==> src/rtl/seq_signed_multiplier.sv <==
// Sequential two's-complement shift-add multiplier, one partial product per clock.
// Optional overflow flag enabled by defining SEQ_MUL_OVF_EN.
module seq_signed_multiplier #(
  parameter int WIDTH = 8
) (
  input  logic               Clk,
  input  logic               Reset_n,
  input  logic               start,
  input  logic [WIDTH-1:0]   A,
  input  logic [WIDTH-1:0]   B,
  output logic               busy,
  output logic               done,
  output logic [2*WIDTH-1:0] product,
  output logic               ovf
);

  typedef enum logic [1:0] {IDLE, RUN, DONE} state_t;

  localparam int CW = $clog2(WIDTH);
  localparam logic [CW-1:0] LAST = CW'(WIDTH - 1);

  state_t         state;
  logic [WIDTH-1:0] m_reg;
  logic [WIDTH-1:0] q_reg;
  logic [WIDTH-1:0] acc;
  logic           x;
  logic [CW-1:0]  cnt;

  logic             sub;
  logic [WIDTH:0]   addend;
  logic [WIDTH:0]   sum;
  logic [2*WIDTH-1:0] next_product;

  // The last iteration weighs the multiplier's sign bit negatively, so it subtracts M.
  always_comb begin
    sub    = (cnt == LAST);
    addend = {m_reg[WIDTH-1], m_reg} ^ {(WIDTH+1){sub}};
    sum    = {x, acc};
    if (q_reg[0])
      sum = {x, acc} + addend + {{WIDTH{1'b0}}, sub};
    next_product = {sum, q_reg[WIDTH-1:1]};
  end

  always_ff @(posedge Clk) begin
    if (!Reset_n) begin
      state   <= IDLE;
      m_reg   <= '0;
      q_reg   <= '0;
      acc     <= '0;
      x       <= 1'b0;
      cnt     <= '0;
      busy    <= 1'b0;
      done    <= 1'b0;
      product <= '0;
    end else begin
      case (state)
        IDLE: begin
          done <= 1'b0;
          if (start) begin
            m_reg <= A;
            q_reg <= B;
            acc   <= '0;
            x     <= 1'b0;
            cnt   <= '0;
            busy  <= 1'b1;
            state <= RUN;
          end
        end
        RUN: begin
          x     <= sum[WIDTH];
          acc   <= sum[WIDTH:1];
          q_reg <= {sum[0], q_reg[WIDTH-1:1]};
          cnt   <= cnt + CW'(1);
          if (cnt == LAST) begin
            state   <= DONE;
            busy    <= 1'b0;
            done    <= 1'b1;
            product <= next_product;
          end
        end
        DONE: begin
          done  <= 1'b0;
          state <= IDLE;
        end
        default: state <= IDLE;
      endcase
    end
  end

`ifdef SEQ_MUL_OVF_EN
  logic ovf_next;

  // Out of range when the bits above the WIDTH-bit sign position disagree.
  assign ovf_next = ~((&next_product[2*WIDTH-1:WIDTH-1]) | ~(|next_product[2*WIDTH-1:WIDTH-1]));

  always_ff @(posedge Clk) begin
    if (!Reset_n)
      ovf <= 1'b0;
    else if (state == RUN && cnt == LAST)
      ovf <= ovf_next;
  end
`else
  assign ovf = 1'b0;
`endif

endmodule

==> config.mk <==
export PLATFORM = sky130hd
export DESIGN_NAME = seq_signed_multiplier
export DESIGN_NICKNAME = d
export VERILOG_FILES = /design/src/rtl/seq_signed_multiplier.sv
export SDC_FILE = /design/constraint.sdc
export NUM_CORES = 1
export LEC_CHECK = 0
export CORE_AREA = 2 2 55 96
export CTS_BUF_LIST = sky130_fd_sc_hd__clkbuf_8 sky130_fd_sc_hd__clkbuf_16
export CTS_CLUSTER_SIZE = 25
export DETAILED_ROUTE_END_ITERATION = 6
export DIE_AREA = 0 0 57 98
export PLACE_DENSITY = 0.74
export SLEW_MARGIN = 20
export SYNTH_ARGS = -nofsm -noshare
export SYNTH_HDL_FRONTEND = slang
export SYNTH_SLANG_ARGS = --single-unit
==> constraint.sdc <==
create_clock -name Clk -period 2.75 [get_ports Clk]
set_input_delay 0.275 -clock Clk [delete_from_list [all_inputs] [get_ports Clk]]
set_output_delay 0.275 -clock Clk [all_outputs]
set_load 0.03 [all_outputs]
# After elaboration in Yosys (flattened, before gate mapping)
# Index checks and enable logic that the tools add are counted.
# totals
register_bits	48
inputBits	19
wordCells	45
# classes
addsub	3
eq_ne	5
n_mux	17
bitwise	1
n_reduce_logical	10
# ops
cell	n
$pmux 8 s2	2
$mux 8	2
$reduce_and 2->1	5
$add 9x1->9	1
$add 9x9->9	1
$mux 9	1
$xor 9x9->9	1
$pmux 1 s2	3
$pmux 3 s2	1
$mux 1	4
$mux 2	2
$ne 2x2->1 const B	2
$pmux 2 s2	1
$reduce_bool 2->1	2
$add 3x1->3 const B	1
$eq 3x3->1 const B	1
$mux 3	1
$reduce_and 3->1	1
$eq 2x1->1 const B	1
$eq 2x2->1 const B	1
$logic_not 2->1	1
$reduce_or 2->1	1

# Logic depth before layout (Yosys ltp)
# logic_depth
ltp_word	6
ltp_mapped	10
ltp_nobuf	10

# Worst setup path before layout
# No wires, ideal clock.
# synth_path
path_type	flip-flop to flip-flop
from	register cnt[0]
to	register acc[7]
setup_time_ns	0.070
t_arrival_ns	2.382
required_ns	2.680
path_slack_ns	0.297
path_stages_with_launch	11
n_path_buf	1
path_cell_list	dfxtp_1 ha_1 ha_1 buf_2 xor2_1 fa_1 a211o_1 a21o_1 a311oi_2 o21bai_1 a21oi_1
# synth_via
elab_chain_cells	6
# synth_rtl
item	line_no	rtl
from (decl)	27	logic [CW-1:0] cnt;
from (signal assigned)	73	cnt <= cnt + CW'(1);
$eq 3x3->1 *	36	sub = (cnt == LAST);
$xor 9x9->9	37	addend = {m_reg[WIDTH-1], m_reg} ^ {(WIDTH+1){sub}};
$add 9x9->9	40	sum = {x, acc} + addend + {{WIDTH{1'b0}}, sub};
$add 9x1->9 *	40	
$mux 9 *	39	if (q_reg[0])
$pmux 8 s2 *	56	case (state)
to (signal assigned)	71	acc <= sum[WIDTH:1];
to (decl)	25	logic [WIDTH-1:0] acc;
# Mark *: on every way between the ends. The rest lies on a longest branch, timed or not.
# A chain may end at the register's enable or synchronous reset.

# Final worst setup path
# layout_path
from	register cnt[0]
to	register acc[5]
# Same word-level chain as after synthesis.

==> results.py <==
metrics = {
    "outcome": {
        "status": "complete, no violations",
    },
    "drt": {
        "first_iter_violations": 82,
        "wl_met2_mm": 3.10,
        "top_layer": "met4",
        "vias": 2246,
        "wl_met1_mm": 2.26,
        "wl_met3_um": 171,
        "remaining_drc_errors": 0,
        "via_per_inst": 5.82,
        "ant_nets": 0,
        "drt-wirelength-per-cell_um": 15.1,
        "routed_wl_mm": 5.82,
        "first_pass_iters": 4,
    },
    "logic_synthesis": {
        "netlist_instances": 293,
        "async_flop_share": 0,
        "yosysMostFrequentCell": "nand2_1",
        "yosysWarnings": 0,
        "synth.ff_latch_count": 47,
        "synthTopCellsByCount": "nand2_1, dfxtp_1, a21oi_1",
        "synth_top_area_cell": "dfxtp_1",
        "postSynthAreaPerCell_um2": 8.00,
        "syn_area_mm2": 0.00234,
        "syn_nets": 322,
        "synth_cell_types": 44,
        "synth_flop_cell": "dfxtp_1",
        "yosysTopAreaCellShare": 0.401,
        "synthTopCellsByArea": "dfxtp_1, nand2_1, a21oi_1, ha_1, nor2_1",
        "ys_seq_area_frac": 0.401,
        "synth-edff-count": 0,
    },
    "global_routing": {
        "track_usage": 0.223,
        "overflow": 0,
        "grt_pass1_vias": 2175,
        "grt_pass1_wl_mm": 9.97,
        "antenna_found_initial": 0,
        "grt_max_degree": 40,
    },
    "critical_path": {
        "critPathRequiredTime_ns": 2.95,
        "critPathKind": "register to register",
        "endpoint_kind": "register",
        "crit_fanout": 7,
        "crit_arrival_ns": 2.80,
        "r2r_setup_slack_ns": 0.15,
        "setup.worst_path.start_class": "register",
    },
    "place": {
        "place_hpwl_mm": 4.32,
        "gp_congestion": 0.911,
        "port_buffers": 36,
    },
    "pwr": {
        "sw_frac_of_total": 0.258,
        "power_density_mw_per_mm2": 506,
        "pwr-share-clk": 0.362,
        "power.share.combinational": 0.146,
        "p_switching_mw": 0.381,
        "p_int_mw": 1.10,
        "leakagePower_nw": 1.21,
        "peakVddDrop_mv": 0.453,
        "pwr-share-seq": 0.492,
    },
    "clock_tree": {
        "cts-buffers-inserted": 5,
        "ctsHtreeMaxLevel": 2,
        "hold_buffers": 0,
        "clock_latency_ns": 0.30,
        "cts_sinks": 47,
        "tritoncts": "done",
        "path_clk_slew_ns": 0.08,
        "clockRootBuffer": "clkbuf_8",
        "cts_buffer_depth": 2,
    },
    "die": {
        "die_area_mm2": 0.00559,
        "dieHeight_um": 98,
        "initial_utilization": 0.483,
        "rows": 34,
        "ios": 38,
        "fp.dieW_um": 57,
        "core_mm2": 0.00485,
    },
    "layout": {
        "multi_input_area_mm2": 0.00132,
        "seqCellArea_um2": 941,
        "largest_reg_flops": 16,
        "antenna_cells": 0,
        "utilization": 0.603,
        "fillers": 470,
        "synthToLayoutAreaGrowth_pct": 24.8,
        "top_register": "product",
        "num-nets-final": 360,
        "drive_above_1_share": 0.0843,
    },
    "sta": {
        "grt_setup_unrepaired": "no",
        "clock.fmax_mhz": 385,
        "slew_headroom": 0.509,
        "fin_crit_sh": 0.945,
        "setup_tns_ns": 0,
        "slew_viol_final": 0,
        "hold_viol": 0,
        "setup_violations": 0,
        "post-route-min-period_ns": 2.60,
        "finClkSkew_ns": 0.00657,
        "worst_pin_slew_ns": 0.736,
    },
    "flow_run": {
        "max_cap_viol_count": 0,
    },
    "min_path": {
        "worstHoldPathType": "register to register",
    },
}
==> power by group through the flow <==
stage	logic [mW]	clock network [mW]	registers, mW
5_1_grt	0.240	0.570	0.732
3_5_place_dp	0.213	0	0.743
2_1_floorplan	0.139	0	0.739
4_1_cts	0.215	0.545	0.727
3_3_place_gp	0.210	0	0.742
6_report	0.216	0.536	0.728
==> path summary, 6_finish.rpt <==
kind	end	cells after the start	from
worst max-delay path	acc[5]	10	cnt[0]
worst min-delay path	product[6]	2	product[6]
worst max register to register	acc[5]	10	cnt[0]
worst min register to register	product[6]	2	product[6]
==> worst max-delay path, cell delays in order, from the launching register on <==
cell      delay, ns
dfxtp_1        0.33
ha_1           0.21
ha_2           0.24
mux2i_4        0.20
inv_1          0.09
fa_1           0.42
a211o_1        0.30
a21o_1         0.19
a22oi_1        0.20
o221ai_1       0.14
and2_1         0.19
==> cell type report <==
| cell class | instances | area share |
|---|---|---|
| Clock buffer | 6 | 0.0282 |
| Clock inverter | 2 | 0.0133 |
| Inverter | 3 | 0.00385 |
| Multi-Input combinational cell | 224 | 0.451 |
| Sequential cell | 47 | 0.322 |
| Tap cell | 54 | 0.0231 |
| Timing Repair Buffer | 50 | 0.159 |
==> metrics by stage <==
stage / hold slack [ns] / worst slack [ns] / std cells / area, um2 / power [mW]
3_3_place_gp: 0.447 / 0.190 / 378 / 2790 / 0.952
5_1_grt: 0.492 / 0.0367 / 386 / 2920 / 1.54
3_5_place_dp: 0.449 / 0.0573 / 378 / 2790 / 0.956
4_1_cts: 0.463 / 0.0257 / 386 / 2910 / 1.49
6_report: 0.460 / 0.151 / 386 / 2920 / 1.48
2_1_floorplan: 0.411 / 0.297 / 293 / 2340 / 0.878
==> what timing repair did <==
item	4_1_cts	5_1_grt
hold endpoints to repair	0	0
endpoints found under the setup margin	0	7
setup buffers	0	0
gates resized for setup	0	3
==> cell usage in the layout (no fill, tap or decap), types with 4 or more instances in the layout <==
cell | Yosys | final
a21oi_1 | 31 | 31
a311oi_1 | 8 | 8
and3_1 | 4 | 4
buf_4 | 2 | 14
clkbuf_8 | 0 | 6
clkdlybuf4s50_1 | 0 | 36
dfxtp_1 | 47 | 47
ha_1 | 9 | 8
nand2_1 | 62 | 62
nand2b_1 | 5 | 5
nand3_1 | 8 | 8
nor2_1 | 25 | 25
nor2b_1 | 5 | 5
o21a_1 | 5 | 5
o21ai_0 | 10 | 10
xor2_1 | 10 | 10
==> logic make-up (layout without fill, tap and decap cells) <==
group                      count (synthesis)  count (layout)  synth area share
AOI/OAI and AO/OA                         77              77             0.211
xor gates and xnor gates                  12              12            0.0448
adders and majority gates                 10              10            0.0566
buffers and inverters                     22              61            0.0427
DFF                                       47              47             0.401
muxes                                      4               4            0.0171
other                                      1               1           0.00160
and+or+nand+nor                          120             120             0.224
==> metal layers <==
metal / GRT usage / vias to the layer above
met5: 0 / -
met2: 0.387 / 65
met3: 0.0331 / 19
li1: - / 1089
met4: 0.123 / 0
met1: 0.254 / 1073
Power figures use the tool's default switching activity.
